**src/rtl/noc_endpoint_if.sv**
```systemverilog
// Packet ingress / response egress bundle between a NoC router and one endpoint.
interface noc_endpoint_if;
  logic [31:0] pkt_in;
  logic        pkt_valid_in;
  logic        pkt_ready_out;
  logic [31:0] resp_out;
  logic        resp_valid_out;
  logic        resp_ready_in;

  modport slave (
    input  pkt_in, pkt_valid_in, resp_ready_in,
    output pkt_ready_out, resp_out, resp_valid_out
  );

  modport master (
    output pkt_in, pkt_valid_in, resp_ready_in,
    input  pkt_ready_out, resp_out, resp_valid_out
  );
endinterface

```
**src/rtl/noc_endpoint.sv**
```systemverilog
// NoC endpoint: 4-deep ingress FIFO feeding a write/read executor over a
// 16x10 local register file, returning read responses to the sender.
module noc_endpoint #(
  parameter logic [1:0] MY_X = 2'd0,
  parameter logic [1:0] MY_Y = 2'd0
) (
  input  logic          clk,
  input  logic          rst,
  noc_endpoint_if.slave ep,
  output logic [7:0]    drop_count
);

  localparam int unsigned DEPTH     = 4;
  localparam int unsigned PTR_W     = 2;
  localparam int unsigned CNT_W     = 3;
  localparam int unsigned MEM_DEPTH = 16;
  localparam int unsigned DATA_W    = 10;
  localparam int unsigned PKT_W     = 32;

  typedef struct packed {
    logic [3:0]        opcode;
    logic [1:0]        src_x;
    logic [1:0]        src_y;
    logic [1:0]        dst_x;
    logic [1:0]        dst_y;
    logic [3:0]        addr;
    logic [5:0]        rsvd;
    logic [DATA_W-1:0] data;
  } pkt_t;

  typedef enum logic [1:0] {IDLE, EXEC, RESP} state_e;

  localparam logic [3:0] OP_WRITE = 4'h1;
  localparam logic [3:0] OP_READ  = 4'h2;
  localparam logic [3:0] OP_RESP  = 4'h3;

  logic [PKT_W-1:0]  fifo_q [DEPTH];
  logic [PTR_W-1:0]  wr_ptr_q, rd_ptr_q;
  logic [CNT_W-1:0]  count_q;
  logic [DATA_W-1:0] mem_q [MEM_DEPTH];

  state_e           state_q, state_d;
  pkt_t             hold_q, hold_d;
  logic [PKT_W-1:0] resp_q, resp_d;
  logic             resp_valid_q, resp_valid_d;
  logic [7:0]       drop_q, drop_d;

  logic push, pop, mem_we, matched, unused_rsvd;

  assign ep.pkt_ready_out  = (count_q < CNT_W'(DEPTH));
  assign push              = ep.pkt_valid_in && ep.pkt_ready_out;
  assign ep.resp_out       = resp_q;
  assign ep.resp_valid_out = resp_valid_q;
  assign drop_count        = drop_q;
  assign matched           = (hold_q.dst_x == MY_X) && (hold_q.dst_y == MY_Y);
  // Reserved field is carried through the FIFO but never interpreted.
  assign unused_rsvd       = ^hold_q.rsvd;

  always_ff @(posedge clk) begin
    if (push) fifo_q[wr_ptr_q] <= ep.pkt_in;
  end

  // Pointer/occupancy bookkeeping; push+pop in one cycle leaves count as is.
  always_ff @(posedge clk) begin
    if (!rst) begin
      wr_ptr_q <= '0;
      rd_ptr_q <= '0;
      count_q  <= '0;
    end else begin
      if (push) wr_ptr_q <= wr_ptr_q + PTR_W'(1);
      if (pop)  rd_ptr_q <= rd_ptr_q + PTR_W'(1);
      case ({push, pop})
        2'b10:   count_q <= count_q + CNT_W'(1);
        2'b01:   count_q <= count_q - CNT_W'(1);
        default: count_q <= count_q;
      endcase
    end
  end

  always_ff @(posedge clk) begin
    if (!rst) begin
      for (int i = 0; i < int'(MEM_DEPTH); i++) mem_q[i] <= '0;
    end else if (mem_we) begin
      mem_q[hold_q.addr] <= hold_q.data;
    end
  end

  always_ff @(posedge clk) begin
    if (!rst) begin
      state_q      <= IDLE;
      hold_q       <= '0;
      resp_q       <= '0;
      resp_valid_q <= 1'b0;
      drop_q       <= '0;
    end else begin
      state_q      <= state_d;
      hold_q       <= hold_d;
      resp_q       <= resp_d;
      resp_valid_q <= resp_valid_d;
      drop_q       <= drop_d;
    end
  end

  always_comb begin
    state_d      = state_q;
    hold_d       = hold_q;
    resp_d       = resp_q;
    resp_valid_d = resp_valid_q;
    drop_d       = drop_q;
    pop          = 1'b0;
    mem_we       = 1'b0;
    case (state_q)
      IDLE: begin
        if (count_q != '0) begin
          pop     = 1'b1;
          hold_d  = pkt_t'(fifo_q[rd_ptr_q]);
          state_d = EXEC;
        end
      end
      EXEC: begin
        state_d = IDLE;
        if (!matched || ((hold_q.opcode != OP_WRITE) && (hold_q.opcode != OP_READ))) begin
          if (drop_q != 8'hFF) drop_d = drop_q + 8'd1;
        end else if (hold_q.opcode == OP_WRITE) begin
          mem_we = 1'b1;
        end else begin
          // Response is addressed back to the requester.
          resp_d       = {OP_RESP, MY_X, MY_Y, hold_q.src_x, hold_q.src_y,
                          hold_q.addr, 6'b0, mem_q[hold_q.addr]};
          resp_valid_d = 1'b1;
          state_d      = RESP;
        end
      end
      RESP: begin
        if (ep.resp_ready_in) begin
          resp_valid_d = 1'b0;
          state_d      = IDLE;
        end
      end
      default: state_d = IDLE;
    endcase
  end

endmodule

```
**src/flat_wrapper.sv**
```systemverilog
// flat-port wrapper written by rule: the top's interface ports become plain ports
module noc_endpoint_flat 
#(
  parameter logic [1:0] MY_X = 2'd0,
  parameter logic [1:0] MY_Y = 2'd0
)
  (clk, rst, drop_count, ep_pkt_in, ep_pkt_valid_in, ep_resp_ready_in, ep_pkt_ready_out, ep_resp_out, ep_resp_valid_out);
  noc_endpoint_if ep_i ();
  input  logic clk;
  input  logic rst;
  output logic [7:0] drop_count;
  input wire logic [$bits(ep_i.pkt_in)-1:0] ep_pkt_in;
  input wire logic [$bits(ep_i.pkt_valid_in)-1:0] ep_pkt_valid_in;
  input wire logic [$bits(ep_i.resp_ready_in)-1:0] ep_resp_ready_in;
  output wire logic [$bits(ep_i.pkt_ready_out)-1:0] ep_pkt_ready_out;
  output wire logic [$bits(ep_i.resp_out)-1:0] ep_resp_out;
  output wire logic [$bits(ep_i.resp_valid_out)-1:0] ep_resp_valid_out;
  assign ep_i.pkt_in = ep_pkt_in;
  assign ep_i.pkt_valid_in = ep_pkt_valid_in;
  assign ep_i.resp_ready_in = ep_resp_ready_in;
  assign ep_pkt_ready_out = ep_i.pkt_ready_out;
  assign ep_resp_out = ep_i.resp_out;
  assign ep_resp_valid_out = ep_i.resp_valid_out;
  noc_endpoint #(.MY_X(MY_X), .MY_Y(MY_Y)) u_core (.clk(clk), .rst(rst), .ep(ep_i), .drop_count(drop_count));
endmodule
```
**config.mk**
```make
export PLATFORM = sky130hd
export DESIGN_NAME = noc_endpoint_flat
export DESIGN_NICKNAME = d
export VERILOG_FILES = /design/src/rtl/noc_endpoint_if.sv /design/src/rtl/noc_endpoint.sv /design/src/flat_wrapper.sv
export SDC_FILE = /design/constraint.sdc
export NUM_CORES = 1
export LEC_CHECK = 0
export CELL_PAD_IN_SITES_DETAIL_PLACEMENT = 1
export CELL_PAD_IN_SITES_GLOBAL_PLACEMENT = 1
export CORE_AREA = 2 2 170 189
export DETAILED_ROUTE_END_ITERATION = 8
export DIE_AREA = 0 0 172 191
export PLACE_DENSITY = 0.71
export SETUP_SLACK_MARGIN = 0.1
export SLEW_MARGIN = 40
export SYNTH_ARGS = -nofsm -noshare
export SYNTH_HDL_FRONTEND = slang
export SYNTH_SLANG_ARGS = --single-unit
```
**constraint.sdc**
```tcl
create_clock -name clk -period 2.4 [get_ports clk]
set_input_delay 0.48 -clock clk [delete_from_list [all_inputs] [get_ports clk]]
set_output_delay 0.48 -clock clk [all_outputs]
set_load 0.02 [all_outputs]
```
* Yosys cells after proc, flatten, opt, wreduce, memory -nomap -nowiden
Memory sizes are Yosys's and may differ from the RTL's. A register that Yosys moved wholly into a read port is not among the register bits.
Index checks and enable logic that the tools add are counted.
** Storage, ports and cells
- Output and inout bits :: 42
- Bits in registers :: 37
- Memory bits (writable) :: 288
- Memories :: 2
** Memory list
- u_core.mem_q :: words 16, bits a word 10, rd ports 1, clocked after memory_dff 1, wr ports 16, line noc_endpoint.sv:40 : logic [DATA_W-1:0] mem_q [MEM_DEPTH];
- u_core.fifo_q :: words 4, bits a word 32, rd ports 1, clocked after memory_dff 1, wr ports 1, line noc_endpoint.sv:37 : logic [PKT_W-1:0] fifo_q [DEPTH];
** Operators by class
- Add/subtract/negate cells :: 5
- Reduce and logical (&&, ||, !) cells :: 19
- Bitwise gates (word level) :: 2
- Eq/ne operators :: 12
- Magnitude comparators :: 1
- Multiplexer cells :: 24
** Operators by type and width (number)
- 1-bit 2-to-1 mux :: 15
- 10-bit 2-to-1 mux :: 1
- 10-bit OR reduction :: 1
- 8-bit by 1-bit adder with 8-bit output, second input constant :: 1
- 2-bit 2-to-1 mux :: 4
- 8-bit != test, second input constant :: 1
- 2-bit logical NOT :: 3
- 2-bit != test, second input constant :: 3
- 2-bit case mux with 3 select lines :: 1
- 3-bit case mux with 2 select lines :: 1
- 3-bit AND reduction :: 2
- 2-bit by 1-bit adder with 2-bit output, second input constant :: 2
- 2-bit by 1-bit == test with 1-bit output, second input constant :: 2
- 2-bit == test, second input constant :: 2
- 4-bit by 1-bit == test with 1-bit output, second input constant :: 1
- 4-bit 2-to-1 mux :: 1
- 4-bit by 1-bit != test with 1-bit output, second input constant :: 1
- 4-bit by 2-bit != test with 1-bit output, second input constant :: 1
- 2-bit AND reduction :: 2
- 4-bit AND reduction :: 1
- 2-bit nonzero test :: 2
- 3-bit by 1-bit adder with 3-bit output, second input constant :: 1
- 1-bit logical AND :: 3
- 1-bit logical NOT :: 3
- 7 further kinds :: 8

* Depth between registers and ports, before layout
- Depth in word-level cells :: 11
- Depth in mapped cells :: 11

* Worst setup path before layout
No wires, ideal clock.
- Path kind :: register to register
- Start :: register u_core.count_q[2]
- End :: register u_core.count_q[2]
- Buffers on the path :: 2
- Cell stages (with the launch flop) :: 12
- Arrival :: 2.487 ns
- Required time :: 2.330 ns
- Path slack :: -0.157 ns
- Period minus slack after synthesis :: 2.557 ns
- Library setup time :: 0.070 ns
- Path through :: dfxtp_1 nor3_1 or3_1 clkbuf_1 inv_1 clkbuf_1 ha_1 inv_1 fa_1 xor2_1 or3_1 a21oi_1
** On the way
- Longest elaborated chain between the ends :: 5
** RTL lines
- start: declaration :: line noc_endpoint.sv:39 : logic [CNT_W-1:0] count_q;
- start signal: assignment :: line noc_endpoint.sv:73 : 2'b10: count_q <= count_q + CNT_W'(1);
- start signal: assignment :: line noc_endpoint.sv:74 : 2'b01: count_q <= count_q - CNT_W'(1);
- start signal: assignment :: line noc_endpoint.sv:75 : default: count_q <= count_q;
- 3-bit nonzero test (*) :: line noc_endpoint.sv:114 : if (count_q != '0) begin
- 1-bit 2-to-1 mux (*) :: line noc_endpoint.sv:114
- 1-bit 2-to-1 mux (*) :: line noc_endpoint.sv:112 : case (state_q)
- named net u_core.pop :: line noc_endpoint.sv:48 : logic push, pop, mem_we, matched, unused_rsvd;
- 2-bit by 1-bit == test with 1-bit output / 2-bit == test (equally long branches) :: line noc_endpoint.sv:72 : case ({push, pop})
- 3-bit case mux with 2 select lines / 2-bit nonzero test (equally long branches)
Mark *: on every way through the listed nets, which the timed path passes. The rest lies on a longest branch.
A chain may end at the register's enable or synchronous reset.

* Final worst setup path
- Start :: register u_core.count_q[2]
- End :: register u_core.count_q[2]
** On the way
- Longest elaborated chain between the ends :: 5
** RTL lines
- branches (longest 5 deep; another with 3-bit less-than comparator)
Parallel ways; which one is timed is not known.

==> impl_metrics.yaml <==
grt:
  antenna_found_initial: 0
  grt_max_degree: 55
  grt_pass1_vias: 8330
  grt_pass1_wl_um: 47700
  grtUsageTotal_pct: 19.2
  overflow: 0
detailed_routing:
  dr_total_vias: 7826
  firstDrtPassIters: 4
  antenna_left: 0
  viasPerCell: 5.19
  drc: 0
  finalWirelength_um: 30500
  first_iter_violations: 415
  wl_per_cell_um: 20.3
floorplanning:
  core_area_um2: 31000
  die_x_um: 172
  dieArea_um2: 32900
  initial_core_util_pct: 44.5
  die_h_um: 191
  rows: 68
  pin_count: 78
timing:
  setup_viol: 0
  drv_slew: 0
  final_hold_viol_count: 0
  worstMarginPinSlew_ns: 0.871
  fmax_mhz: 457
  period_minus_slack_ns: 2.19
  tns_ns: 0
  timing.hold.ws_ns: 0.453
  finClkSkew_ns: 0.0100
  max_slew_margin_pct: 41.9
  grt_setup_unrepaired: "false"
  period_share_pct: 91.1
logic_synthesis:
  ys.flop_type: "edfxtp_1"
  syn_area_per_cell_um2: 14.4
  synthTopCellsByArea: "edfxtp_1, dfxtp_1, mux4_2"
  yosysTopAreaCellShare_pct: 57.5
  async_flop_share_pct: 0
  yosys_warnings: 0
  synth_edf_count: 264
  synth_cell_types: 45
  syn_inst: 956
  synth_area_um2: 13800
  synth-seq-cells: 327
  post-synth-top-area-cell: "edfxtp_1"
  seq_area_frac_synth_pct: 66.7
clocking:
  h-tree-depth: 2
  cts_buffer_depth: 3
  root_buffer: "clkbuf_16"
  clkTransAtPathRegs_ns: 0.06
  worstSkewPairLatency_ns: 0.51
  numCtsBuffers: 37
  clkSinkCount: 327
  cts_hold_buf: 0
  tritoncts: "done"
critical_path:
  startpoint_type: "register"
  cp_top_family: "simple AND/OR/NAND/NOR gates"
  cp.required_ns: 2.83
  worst-path-max-fanout: 5
  reg2regPathDepth: 9
  crit_chain: "nor3_1, or3_1, inv_1, ha_1, inv_1, fa_1, xor2_1, or3_1, a21oi_1"
  cp-endpoint: "u_core.count_q[2]"
  rr_startpoint: "u_core.count_q[2]"
  timing.critical_path.buf_inv: 2
  crit_path_end_kind: "register"
  r2r-end: "u_core.count_q[2]"
  cpMaxStageDelayCell: "fa_1"
  reg2reg_slack_ns: 0.21
  arrival_ns: 2.62
  max_stage_delay_ns: 0.43
  crit_cells: 9
  critPathLaunch: "u_core.count_q[2]"
  crit_type: "register to register"
cells_and_area:
  final_area_um2: 16300
  final_util_pct: 52.5
  synthToLayoutAreaGrowth_pct: 18.0
  num_antenna_cells: 0
  drive_above_1_share_pct: 20.8
  fillers: 3075
  final_nets: 1106
placement:
  io_buffers: 59
  place_congestion: 0.783
  place_hpwl_um: 20500
  placed_area_um2: 15100
pwr:
  powerDensity_nw_per_um2: 999
  p_leak_uw: 0.00558
  peakVddDrop_mv: 0.621
status:
  outcome: "complete, no violations"
worst_hold_path:
  min_path_type: "register to register"
  hold_start: "u_core.ep.resp_out[17]"
job:
  max_cap_violations: 0
sequential cells by signal, indices dropped and copies added, names as in the netlist:
name,cells
u_core.mem_q,160
u_core.drop_count,8
u_core.hold_q,26
u_core.count_q,3
u_core.rd_ptr_q,2
u_core.ep.resp_valid_out,1
u_core.wr_ptr_q,2
u_core.fifo_q,104
u_core.state_q,2
u_core.ep.resp_out,19
routing by layer:
layer	wire length [um]	global-route usage (%)
met1	13100	25.1
met2	15400	33.0
met3	1190	2.75
met4	856	6.24
met5	0	0
layout make-up:
cell class | instances | area [um2] | share of cell area (%)
clock buffers | 51 | 1010 | 6.23
clock inverters | 12 | 82.6 | 0.508
inverters | 9 | 33.8 | 0.208
well taps | 420 | 526 | 3.23
flip-flops and latches | 327 | 9200 | 56.6
repair buffers | 124 | 1180 | 7.24
multi-input cells | 564 | 4220 | 26.0
logic make-up after synthesis:
logic type,synth area share (%)
xor gates and xnor gates,0.763
other,0.0272
and+or+nand+nor,13.6
adders and majority gates,0.690
DFF,66.7
AOI/OAI and AO/OA,4.51
muxes,10.7
buffers and inverters,3.00
metrics by stage:
stage / setup slack, ns / std cells / total power, uW
global placement: -0.159 / 1441 / 11100
detailed placement: -0.187 / 1441 / 11200
CTS: 0.141 / 1504 / 16400
global route: 0.0679 / 1507 / 17000
finish: 0.214 / 1507 / 16200
floorplan: -0.103 / 967 / 9820
synth_stat cells (11+ instances only):
cell type / instances
edfxtp_1: 264
and2_1: 108
nand2_1: 76
dfxtp_1: 63
mux2i_1: 62
and2_2: 56
a21oi_1: 47
mux4_2: 38
nor2_1: 35
clkbuf_1: 32
o21ai_0: 24
buf_4: 16
o22ai_1: 16
buf_2: 13
nand3_1: 11
power breakdown:
group	switching [uW]	total, uW	leakage (uW)	internal (uW)
clock network	2110	5150	0.000545	3040
registers	813	7520	0.00312	6710
logic	1970	3580	0.00192	1600
total	4890	16200	0.00558	11400
worst register-to-register path: cells and delay by family (launching register included):
| family | cells | cell delay (ns) |
|---|---|---|
| xor gates and xnor gates | 1 | 0.17 |
| AOI/OAI and AO/OA | 1 | 0.14 |
| and+or+nand+nor | 3 | 0.68 |
| DFF | 1 | 0.36 |
| adders and majority gates | 2 | 0.60 |
| buffers and inverters | 2 | 0.16 |
worst min-delay path by stage:
| stage | end | slack [ns] | cells past startpoint |
|---|---|---|---|
| 3_3_place_gp | u_core.ep.resp_out[17] | 0.44 | 2 |
| 5_1_grt | u_core.hold_q[20] | 0.49 | 2 |
| 3_5_place_dp | u_core.ep.resp_out[17] | 0.45 | 2 |
| 2_1_floorplan | u_core.hold_q[23] | 0.44 | 2 |
| 6_report | u_core.ep.resp_out[17] | 0.45 | 2 |
| 4_1_cts | u_core.ep.resp_out[17] | 0.45 | 2 |
cells in the final DEF (no fill, tap or decap), drive strengths merged, types with 2 or more instances in the layout:
cell type      count
a21oi             47
and2             164
buf               65
clkbuf            51
clkdlybuf4s50     59
clkinv            10
conb              12
dfxtp             63
edfxtp           264
ha                 6
inv               10
mux2i             62
mux4              38
nand2             76
nand3             12
nand3b             7
nor2              35
nor2b              4
nor3              11
nor3b              2
nor4               3
nor4b              2
o21ai             24
o221ai             9
o22a               6
o22ai             16
or3                4
or3b               3
xnor2              9
xor2               3
what timing repair did:
item	4_1_cts	5_1_grt
hold endpoints to repair	0	0
endpoints found under the setup margin	0	65
gates resized for setup	0	9
setup buffers	0	2
No activity file was read; power rests on OpenSTA's default activity.
